--- src/rtl/id_ex_stage.sv ---
// ID/EX pipeline register with load-use hazard detection, flush handling and
// MEM/WB operand forwarding into the ALU and the EX/MEM store-data path.
module id_ex_stage (
    input  logic        clk,
    input  logic        rst_n,
    input  logic        id_valid,
    input  logic [31:0] id_pc,
    input  logic [31:0] id_rs_data,
    input  logic [31:0] id_rt_data,
    input  logic [31:0] id_imm,
    input  logic [4:0]  id_rs,
    input  logic [4:0]  id_rt,
    input  logic [4:0]  id_rd,
    input  logic        id_uses_rt,
    input  logic [4:0]  id_shamt,
    input  logic [2:0]  id_alu_op,
    input  logic        id_alu_src_imm,
    input  logic        id_reg_write,
    input  logic        id_mem_read,
    input  logic        id_mem_write,
    input  logic        id_mem_to_reg,
    input  logic        flush,
    input  logic        mem_reg_write,
    input  logic [4:0]  mem_rd,
    input  logic [31:0] mem_result,
    input  logic        wb_reg_write,
    input  logic [4:0]  wb_rd,
    input  logic [31:0] wb_result,
    output logic        stall,
    output logic        ex_valid,
    output logic        ex_reg_write,
    output logic        ex_mem_read,
    output logic        ex_mem_write,
    output logic        ex_mem_to_reg,
    output logic [31:0] ex_pc,
    output logic [4:0]  ex_rd,
    output logic [2:0]  ex_alu_op,
    output logic [4:0]  ex_shamt,
    output logic [31:0] alu_a,
    output logic [31:0] alu_b,
    output logic [31:0] ex_store_data
);

    logic [4:0]  ex_rs_r;
    logic [4:0]  ex_rt_r;
    logic [31:0] ex_rs_data_r;
    logic [31:0] ex_rt_data_r;
    logic [31:0] ex_imm_r;
    logic        ex_alu_src_imm_r;
    logic        hz_s;
    logic        bubble_s;
    logic [31:0] fwd_rs_s;
    logic [31:0] fwd_rt_s;

    // MEM result wins over WB; register 0 is hardwired and never forwarded.
    function automatic logic [31:0] forward_sel(
        input logic [4:0]  idx,
        input logic [31:0] reg_data,
        input logic        m_we,
        input logic [4:0]  m_rd,
        input logic [31:0] m_data,
        input logic        w_we,
        input logic [4:0]  w_rd,
        input logic [31:0] w_data
    );
        logic [31:0] sel;
        if (m_we && (m_rd != 5'd0) && (m_rd == idx)) begin
            sel = m_data;
        end else if (w_we && (w_rd != 5'd0) && (w_rd == idx)) begin
            sel = w_data;
        end else begin
            sel = reg_data;
        end
        return sel;
    endfunction

    // Load-use hazard against the load sitting in EX, and the resulting bubble request.
    always_comb begin
        hz_s = ex_valid & ex_mem_read & (ex_rd != 5'd0) & id_valid &
               ((ex_rd == id_rs) | (id_uses_rt & (ex_rd == id_rt)));
        stall    = hz_s & ~flush;
        bubble_s = flush | hz_s;
    end

    // Pipeline register: reset, bubble on flush/hazard, otherwise capture ID.
    always_ff @(posedge clk or negedge rst_n) begin
        if (!rst_n) begin
            ex_valid         <= 1'b0;
            ex_reg_write     <= 1'b0;
            ex_mem_read      <= 1'b0;
            ex_mem_write     <= 1'b0;
            ex_mem_to_reg    <= 1'b0;
            ex_pc            <= 32'd0;
            ex_rd            <= 5'd0;
            ex_alu_op        <= 3'd0;
            ex_shamt         <= 5'd0;
            ex_rs_r          <= 5'd0;
            ex_rt_r          <= 5'd0;
            ex_rs_data_r     <= 32'd0;
            ex_rt_data_r     <= 32'd0;
            ex_imm_r         <= 32'd0;
            ex_alu_src_imm_r <= 1'b0;
        end else if (bubble_s) begin
            ex_valid         <= 1'b0;
            ex_reg_write     <= 1'b0;
            ex_mem_read      <= 1'b0;
            ex_mem_write     <= 1'b0;
            ex_mem_to_reg    <= 1'b0;
            ex_pc            <= 32'd0;
            ex_rd            <= 5'd0;
            ex_alu_op        <= 3'd0;
            ex_shamt         <= 5'd0;
            ex_rs_r          <= 5'd0;
            ex_rt_r          <= 5'd0;
            ex_rs_data_r     <= 32'd0;
            ex_rt_data_r     <= 32'd0;
            ex_imm_r         <= 32'd0;
            ex_alu_src_imm_r <= 1'b0;
        end else begin
            ex_valid         <= id_valid;
            ex_reg_write     <= id_reg_write & id_valid;
            ex_mem_read      <= id_mem_read & id_valid;
            ex_mem_write     <= id_mem_write & id_valid;
            ex_mem_to_reg    <= id_mem_to_reg & id_valid;
            ex_pc            <= id_pc;
            ex_rd            <= id_rd;
            ex_alu_op        <= id_alu_op;
            ex_shamt         <= id_shamt;
            ex_rs_r          <= id_rs;
            ex_rt_r          <= id_rt;
            ex_rs_data_r     <= id_rs_data;
            ex_rt_data_r     <= id_rt_data;
            ex_imm_r         <= id_imm;
            ex_alu_src_imm_r <= id_alu_src_imm & id_valid;
        end
    end

    // Forwarded operands; store data always takes the forwarded rt value.
    always_comb begin
        fwd_rs_s = forward_sel(ex_rs_r, ex_rs_data_r, mem_reg_write, mem_rd, mem_result,
                               wb_reg_write, wb_rd, wb_result);
        fwd_rt_s = forward_sel(ex_rt_r, ex_rt_data_r, mem_reg_write, mem_rd, mem_result,
                               wb_reg_write, wb_rd, wb_result);
        alu_a         = fwd_rs_s;
        ex_store_data = fwd_rt_s;
        if (ex_alu_src_imm_r) begin
            alu_b = ex_imm_r;
        end else begin
            alu_b = fwd_rt_s;
        end
    end

endmodule

--- config.mk ---
export PLATFORM = sky130hd
export DESIGN_NAME = id_ex_stage
export DESIGN_NICKNAME = d
export VERILOG_FILES = /design/src/rtl/id_ex_stage.sv
export SDC_FILE = /design/constraint.sdc
export NUM_CORES = 1
export LEC_CHECK = 0
export CORE_AREA = 2 2 148 150
export CTS_BUF_LIST = sky130_fd_sc_hd__clkbuf_4
export CTS_CLUSTER_DIAMETER = 30
export DETAILED_ROUTE_END_ITERATION = 10
export DIE_AREA = 0 0 150 152
export GPL_TIMING_DRIVEN = 0
export PLACE_DENSITY = 0.82
export SETUP_SLACK_MARGIN = 0.4
export SLEW_MARGIN = 30
export SYNTH_ARGS = -nofsm -noshare
export SYNTH_HDL_FRONTEND = slang
export SYNTH_SLANG_ARGS = --single-unit
--- constraint.sdc ---
create_clock -name clk -period 4.7 [get_ports clk]
set_input_delay 0.705 -clock clk [delete_from_list [all_inputs] [get_ports clk]]
set_output_delay 0.705 -clock clk [all_outputs]
set_load 0.05 [all_outputs]
Word-level counts from Yosys, hierarchy flattened
Cells that the tools add are included.
Operators by class
  add/subtract/negate cells: 0
  multipliers: 0
  divide/modulo/power cells: 0
  $lt $le $gt $ge: 0
  equality and inequality tests: 6
  shift operators: 0
  mux-type cells: 20
  bitwise operators: 14
  reduce and logical (&&, ||, !) cells: 9
Operator list (number)
  $mux W32: 9
  $eq A5 B5 Y1: 6
  $mux W5: 4
  $reduce_bool A5 Y1: 3
  $and A1 B1 Y1: 11
  $logic_and A1 B1 Y1: 6
  $mux W1: 6
  $mux W3: 1
  $or A1 B1 Y1: 2
  $not A1 Y1: 1
Storage, ports and cells
  flip-flop bits (word level): 157
  latch bits: 0
  RAM bits: 0
  bits in read-only memories: 0
  input port bits: 237
  memories: 0

Logic depth before layout (Yosys ltp)
Gate-level depths: netlist of run 1.
  depth in word-level cells: 6
  mapped depth: 7
  gate-level depth less buffers: 5

Worst setup path after synthesis of run 1
OpenSTA, ideal clock, no wires.
  path kind: input-to-output
  from: in wb_rd[0]
  to: out alu_b[31]
  arrival: 3.139 ns
  required time: 3.995 ns
  path slack: 0.856 ns
  cell stages on the path: 6
  path buffers: 1
  cells stage by stage: or4_4 -> o211ai_2 -> buf_4 -> o21ai_1 -> a31oi_1 -> mux2_2
Between the ends
  word-level cells in the longest chain between the ends: 6
  elaborated cells on any way between the ends: 7
RTL lines
  start: declaration: line 27  | input logic [4:0] wb_rd,
  $reduce_bool A5 Y1: line 69  | end else if (w_we && (w_rd != 5'd0) && (w_rd == idx)) begin
  $logic_and A1 B1 Y1: line 69
  $logic_and A1 B1 Y1 *: line 69
  $mux W32 *: line 69
  $mux W32 *: line 67  | if (m_we && (m_rd != 5'd0) && (m_rd == idx)) begin
  net ex_store_data[31]: line 41  | output logic [31:0] ex_store_data
  $mux W32 *: line 146  | if (ex_alu_src_imm_r) begin
  end: declaration: line 40  | output logic [31:0] alu_b,
Mark *: on every way through the listed nets, which the timed path passes. The rest lies on a longest branch.

Worst setup path in the final report of run 1
  from: in mem_rd[1]
  to: out alu_b[19]
Between the ends
  word-level cells in the longest chain between the ends: 5
  elaborated cells on any way between the ends: 6
RTL lines
  start: declaration: line 24  | input logic [4:0] mem_rd,
  $reduce_bool A5 Y1: line 67
  $logic_and A1 B1 Y1: line 67
  $logic_and A1 B1 Y1 *: line 67
  $mux W32 *: line 67
  $mux W32 *: line 146
Mark *: on every way between the ends. The rest lies on a longest branch, timed or not.

==> results of run 1 <==
[synth_stat cells, types with 3 or more instances]
master    instances  share of area
a21oi_1          35          0.022
a221oi_1          3         0.0033
a31oi_4          27          0.073
and2_1          156           0.12
and3_1            3         0.0024
buf_1             6         0.0029
buf_12            3         0.0076
buf_2             9         0.0057
buf_6             3         0.0043
clkbuf_1         29          0.014
dfrtp_1         157           0.50
inv_1            29          0.014
mux2_2           29          0.041
mux2i_1          32          0.041
nand2_1           6         0.0029
nand3_1           3         0.0019
nand4_1           4         0.0032
nor2_1           43          0.020
nor3_1           30          0.019
o21ai_1          20          0.013
o21ai_2           9          0.010
o31ai_1           3         0.0029
or3_1            29          0.023
xnor2_1          26          0.029
xor2_1            4         0.0044
[kinds of logic (layout without fill, tap and decap cells)]
group           count (synthesis)  after routing  synth area share
compound gates                103            103             0.131
xor+xnor                       30             30            0.0334
buf+inv                        81            498            0.0500
flops                         157            157             0.499
mux                            61             61            0.0821
other cells                     0              1                 0
simple gates                  281            281             0.205
[final timing paths]
kind | from | to | slack (ns) | cells after the start
worst max-delay path | mem_rd[1] | alu_b[19] | 0.48 | 8
worst min-delay path | rst_n | ex_shamt[2] | 0.06 | 1
worst max register to register | ex_rd[2] | ex_rs_data_r[27] | 1.92 | 7
worst min register to register | ex_mem_read | ex_valid | 0.92 | 3
max in group asynchronous | rst_n | ex_rt_data_r[6] | 3.80 | 2
min in group clk | id_imm[14] | ex_imm_r[14] | 0.65 | 2
[cell type report]
cell class	instances	area [um^2]
fill	1829	8970
buffer	52	292
tap	280	350
clock buffer	17	128
antenna	1	2.50
timing repair buffer	385	3850
sequential	157	3930
inverter	29	109
clock inverter	15	150
multi-input combinational	475	3570
[cells in the final DEF (no fill, tap or decap), types with 4 or more instances in the layout]
cell,instances
and2_1,156
clkbuf_4,17
clkbuf_2,7
xnor2_1,25
inv_1,29
dlygate4sd2_1,61
a21oi_1,34
clkdlybuf4s50_1,286
nor2_1,43
o21ai_1,20
a31oi_4,27
dfrtp_1,157
inv_6,4
buf_2,11
mux2i_1,32
mux2_2,29
nand4_1,4
nand2_1,6
clkbuf_1,27
nor3_1,30
inv_8,4
dlymetal6s2s_1,28
xor2_1,4
o21ai_2,9
or3_1,29
[power groups by stage]
stage | Combinational, mW | Clock, mW | Sequential, mW
floorplan | 0.477 | 0 | 1.54
global placement | 1.02 | 0 | 1.47
detailed placement | 1.04 | 0 | 1.47
CTS | 1.01 | 0.844 | 1.44
global route | 1.06 | 0.904 | 1.45
finish | 1.00 | 0.822 | 1.44
[metal layers]
layer | vias up | wire length [um]
met5 | - | 0
met4 | 0 | 595
met3 | 41 | 2380
met2 | 303 | 13900
met1 | 3276 | 10500
li1 | 3191 | -
[through the flow]
| step | setup WS, ns | TNS [ns] | util |
|---|---|---|---|
| 2_1_floorplan | 0.856 | 0 | - |
| 3_3_place_gp | -3.37 | -526.18 | 0.565 |
| 3_5_place_dp | -0.0434 | -0.0434 | 0.567 |
| 4_1_cts | 0.241 | 0 | 0.577 |
| 5_1_grt | 0.366 | 0 | 0.580 |
| 6_report | 0.477 | 0 | 0.580 |
[repair_timing]
item,in CTS,in global routing
cloned,0,0
buffers inserted,1,0
gates resized for setup,76,44
setup endpoints to repair,93,47
==> impl_metrics.tcl, run 1 <==
set metrics [dict create \
    status "finished, final reports clean" \
    use_met1 0.277 \
    internal-power_mw 2.07 \
    fin_area_mm2 0.0124 \
    dp.cells 1377 \
    busiest_layer "met2" \
    finalNonFillerCells 1411 \
    worstMarginPinSlew_ns 0.809 \
    drt_iter0_drc 296 \
    cts_tree "yes" \
    maxSlewViolCount 0 \
    synth.avg_cell_area_um2 11.0 \
    vias 6811 \
    fin_crit_sh 0.898 \
    arrival_ns 3.52 \
    grt_usage 0.241 \
    antenna_found_initial 1 \
    slowest_delay_ns 0.58 \
    place_congestion 0.927 \
    drive_gt1_frac 0.120 \
    grt_use_met3 0.0775 \
    grt_pass1_vias 7360 \
    io_buffer_count 383 \
    slowest_stage "or4_4" \
    power.density_mw_per_mm2 264 \
    area_delta_synth_final_pct 57.2 \
    hold_viol_final 0 \
    cts-root-buf "clkbuf_4" \
    power_frac_clock 0.252 \
    h-tree-depth 4 \
    place_hpwl_um 21600 \
    finalWirelength_um 27400 \
    ys_warn_count 0 \
    critPathRequiredTime_ns 3.99 \
    hold_class "input pin to async pin" \
    async_flop_share 1.00 \
    core_mm2 0.0214 \
    die_h_um 152 \
    ys_seq_elements 157 \
    met2_usage 0.427 \
    ir_drop_mv 0.151 \
    setup-violations-final 0 \
    clockBufferDepth 2 \
    cts_buffers 17 \
    combPwrFrac 0.306 \
    fmax_mhz 237 \
    ioPinCount 384 \
    crit_buf_inv 3 \
    endpoint_kind "primary output" \
    grt_start_max_net_pins 85 \
    die_area_mm2 0.0228 \
    drt_pass1_iterations 4 \
    place_area_mm2 0.0121 \
    fin_nets 1354 \
    rsz0062_at_grt "yes" \
    via_per_inst 4.83 \
    period_needed_ns 4.22 \
    path_clk_slew_ns 0.17 \
    synth_edf_count 0 \
    initial_core_util 0.369 \
    insertion_delay_ns 0.57 \
    hold_buffers 0 \
    power_switching_mw 1.19 \
    crit_family "buffers and inverters" \
    synth_cell_type_count 37 \
    wl_per_cell_um 19.4 \
    p_seq_frac 0.442 \
    synthesis.instances 713 \
    p_sw_frac 0.366 \
    fin_skew_ns 0.0340 \
    synth_nets 950 \
    die_x_um 150 \
    start_kind "input pin" \
    crit_path_cell_trace "clkdlybuf4s50_1 > or4_4 > o211ai_2 > buf_2 > nor2_1 > a221oi_1 > o31ai_1 > clkdlybuf4s15_2" \
    relSlewSlack 0.461 \
    synth_area_mm2 0.00788 \
    crit_type "input pin to primary output" \
    yosysSeqAreaShare 0.499 \
    drc 0 \
    synth_flop_cell "dfrtp_1" \
    leakagePower_nw 5.58 \
    grt_pass1_wl_um 41400 \
    ant_nets 0 \
    rows 54 \
    cts_num_sinks 157 \
    gr-total-overflow 0 \
    worstPathMaxFanout 10 \
    power_mw 3.27 \
    drv_cap 0 \
    hold_slack_ns 0.0572 \
]
(Power assumes the default switching activity.)
==> run 2: changes to the inputs <==
--- a/config.mk
+++ b/config.mk
@@ -12,6 +12,7 @@
 export DIE_AREA = 0 0 150 152
 export GPL_TIMING_DRIVEN = 0
 export PLACE_DENSITY = 0.82
+export RECOVER_POWER = 25
 export SETUP_SLACK_MARGIN = 0.4
 export SLEW_MARGIN = 30
 export SYNTH_ARGS = -nofsm -noshare
==> run 2 against run 1 <==
Net effect:
- the flow now finishes with violations (capacitance limit, slew limit)
- clock skew is essentially flat
- sequential share of layout area barely moved
- count of clock-buffer cells in the layout unchanged
- fmax is the same
- register-to-register slack barely moved
- setup slack stayed put
- hold slack better by 0.60 ns
- critical path depth did not move
- cell area about the same
- non-clock buffer count unchanged
- final cell count is the same
- die area is the same
==> impl_metrics.tcl, run 2 (synthesis gave the netlist of run 1 again) <==
set metrics [dict create \
    internal-power_mw 2.07 \
    crit_path_cell_trace "clkdlybuf4s50_1 > or4_4 > o211ai_2 > buf_2 > nor2_1 > a221oi_1 > o31ai_1 > clkdlybuf4s15_2" \
    finalWirelength_um 27400 \
    cts_tree "yes" \
    power_frac_clock 0.252 \
    drive_gt1_frac 0.119 \
    insertion_delay_ns 0.57 \
    min-delay-start "id_rt_data[23]" \
    arrival_ns 3.52 \
    relSlewSlack -1.36 \
    ioPinCount 384 \
    die_h_um 152 \
    path_clk_slew_ns 0.17 \
    wl_per_cell_um 19.4 \
    crit_type "input pin to primary output" \
    setup-violations-final 0 \
    place_congestion 0.927 \
    leakagePower_nw 5.58 \
    ir_drop_mv 0.152 \
    ant_nets 0 \
    tns_ns 0 \
    failed_checks "capacitance limit, slew limit" \
    rows 54 \
    worstReg2RegStart "ex_rd[2]" \
    vias 6813 \
    rsz0062_at_grt "yes" \
    fmax_mhz 237 \
    grt_pass1_wl_um 41400 \
    antenna_found_initial 1 \
    crit_path_start "mem_rd[1]" \
    hold_class "input pin to flop" \
    drt_pass1_iterations 4 \
    period_needed_ns 4.22 \
    core_mm2 0.0214 \
    p_seq_frac 0.442 \
    grt_usage 0.241 \
    cts_buffers 17 \
    fin_util 0.580 \
    grt_start_max_net_pins 85 \
    cts_num_sinks 157 \
    h-tree-depth 4 \
    endpoint_kind "primary output" \
    worstPathMaxFanout 10 \
    mostFrequentLayoutCell "clkdlybuf4s50_1" \
    hold_buffers 0 \
    slowest_delay_ns 0.58 \
    status "complete, but fails checks" \
    crit_buf_inv 3 \
    fin_skew_ns 0.0340 \
    fin_nets 1354 \
    start_kind "input pin" \
    place_hpwl_um 21600 \
    hold_viol_final 0 \
    die_x_um 150 \
    hold_slack_ns 0.653 \
    initial_core_util 0.369 \
    fin_crit_sh 0.898 \
    drt_iter0_drc 296 \
    maxSlewViolCount 74 \
    power_switching_mw 1.20 \
    final_cell_mix "clkdlybuf4s50_1 (286), dfrtp_1 (157), and2_1 (156)" \
    fin_area_mm2 0.0124 \
    p_sw_frac 0.366 \
    clockBufferDepth 2 \
    critPathRequiredTime_ns 3.99 \
    crit_family "buffers and inverters" \
    cts-root-buf "clkbuf_4" \
    io_buffer_count 383 \
    grt_pass1_vias 7360 \
    die_area_mm2 0.0228 \
    power.density_mw_per_mm2 264 \
    gr-total-overflow 0 \
    area_delta_synth_final_pct 57.1 \
    worstMarginPinSlew_ns 3.54 \
    drv_cap 1 \
    via_per_inst 4.83 \
    slowest_stage "or4_4" \
    place_area_mm2 0.0121 \
    drc 0 \
    combPwrFrac 0.306 \
]
[run 2: cell types whose count changed in the layout (fill, tap and decap cells not counted), sizes merged]
cell	change
buf	-1
clkdlybuf4s25	+1
[run 2: per-stage QoR]
stage / setup WS (ns) / power [mW] / cells
2_1_floorplan: 0.856 / 2.02 / 713
3_3_place_gp: -3.37 / 2.49 / 1376
4_1_cts: 0.241 / 3.30 / 1410
5_1_grt: 0.366 / 3.41 / 1411
6_report: 0.477 / 3.27 / 1411
3_5_place_dp: -0.0434 / 2.51 / 1377
[run 2: path summary, 6_finish.rpt]
path / to / slack (ns) / cells past startpoint
setup / recovery: alu_b[19] / 0.48 / 8
hold / removal: ex_rt_data_r[23] / 0.65 / 2
setup reg to reg: ex_rs_data_r[27] / 1.92 / 7
hold reg to reg: ex_valid / 0.92 / 3
max in group asynchronous: ex_rt_data_r[16] / 1.16 / 1
min in group asynchronous: ex_shamt[2] / 1.52 / 1
[run 2: cell type report]
cell class	instances	area (um^2)
Antenna cell	1	2.50
Buffer	52	292
Clock buffer	17	128
Clock inverter	15	150
Fill cell	1830	8970
Inverter	29	109
Multi-Input combinational cell	475	3570
Sequential cell	157	3930
Tap cell	280	350
Timing Repair Buffer	385	3840
[run 2: power groups by stage]
stage	Sequential, mW	Clock, mW	Combinational (mW)
after floorplan	1.54	0	0.477
after global placement	1.47	0	1.02
after detailed placement	1.47	0	1.04
after CTS	1.44	0.844	1.01
after global routing	1.45	0.904	1.06
final	1.44	0.823	1.00
[run 2: worst reg2reg max path, delay by kind of cell (launching register included)]
kind | cells | cell delay, ns
AO/OA/AOI/OAI | 2 | 0.67
XOR/XNOR | 1 | 0.17
buffers and inverters | 2 | 1.06
flip-flops | 1 | 0.49
AND/OR/NAND/NOR | 2 | 0.32
[run 2: layer usage]
metal / up-vias / wire [um] / part of all wire / GRT usage
met4: 0 / 595 / 0.022 / 0.0719
li1: 3191 / - / - / -
met3: 41 / 2390 / 0.087 / 0.0775
met1: 3274 / 10500 / 0.38 / 0.277
met5: - / 0 / 0 / 0
met2: 307 / 13900 / 0.51 / 0.427
[run 2: timing repair]
action / in CTS / in global routing
resized for setup: 76 / 44
endpoints found under the setup margin: 93 / 47
buffers inserted: 1 / 0
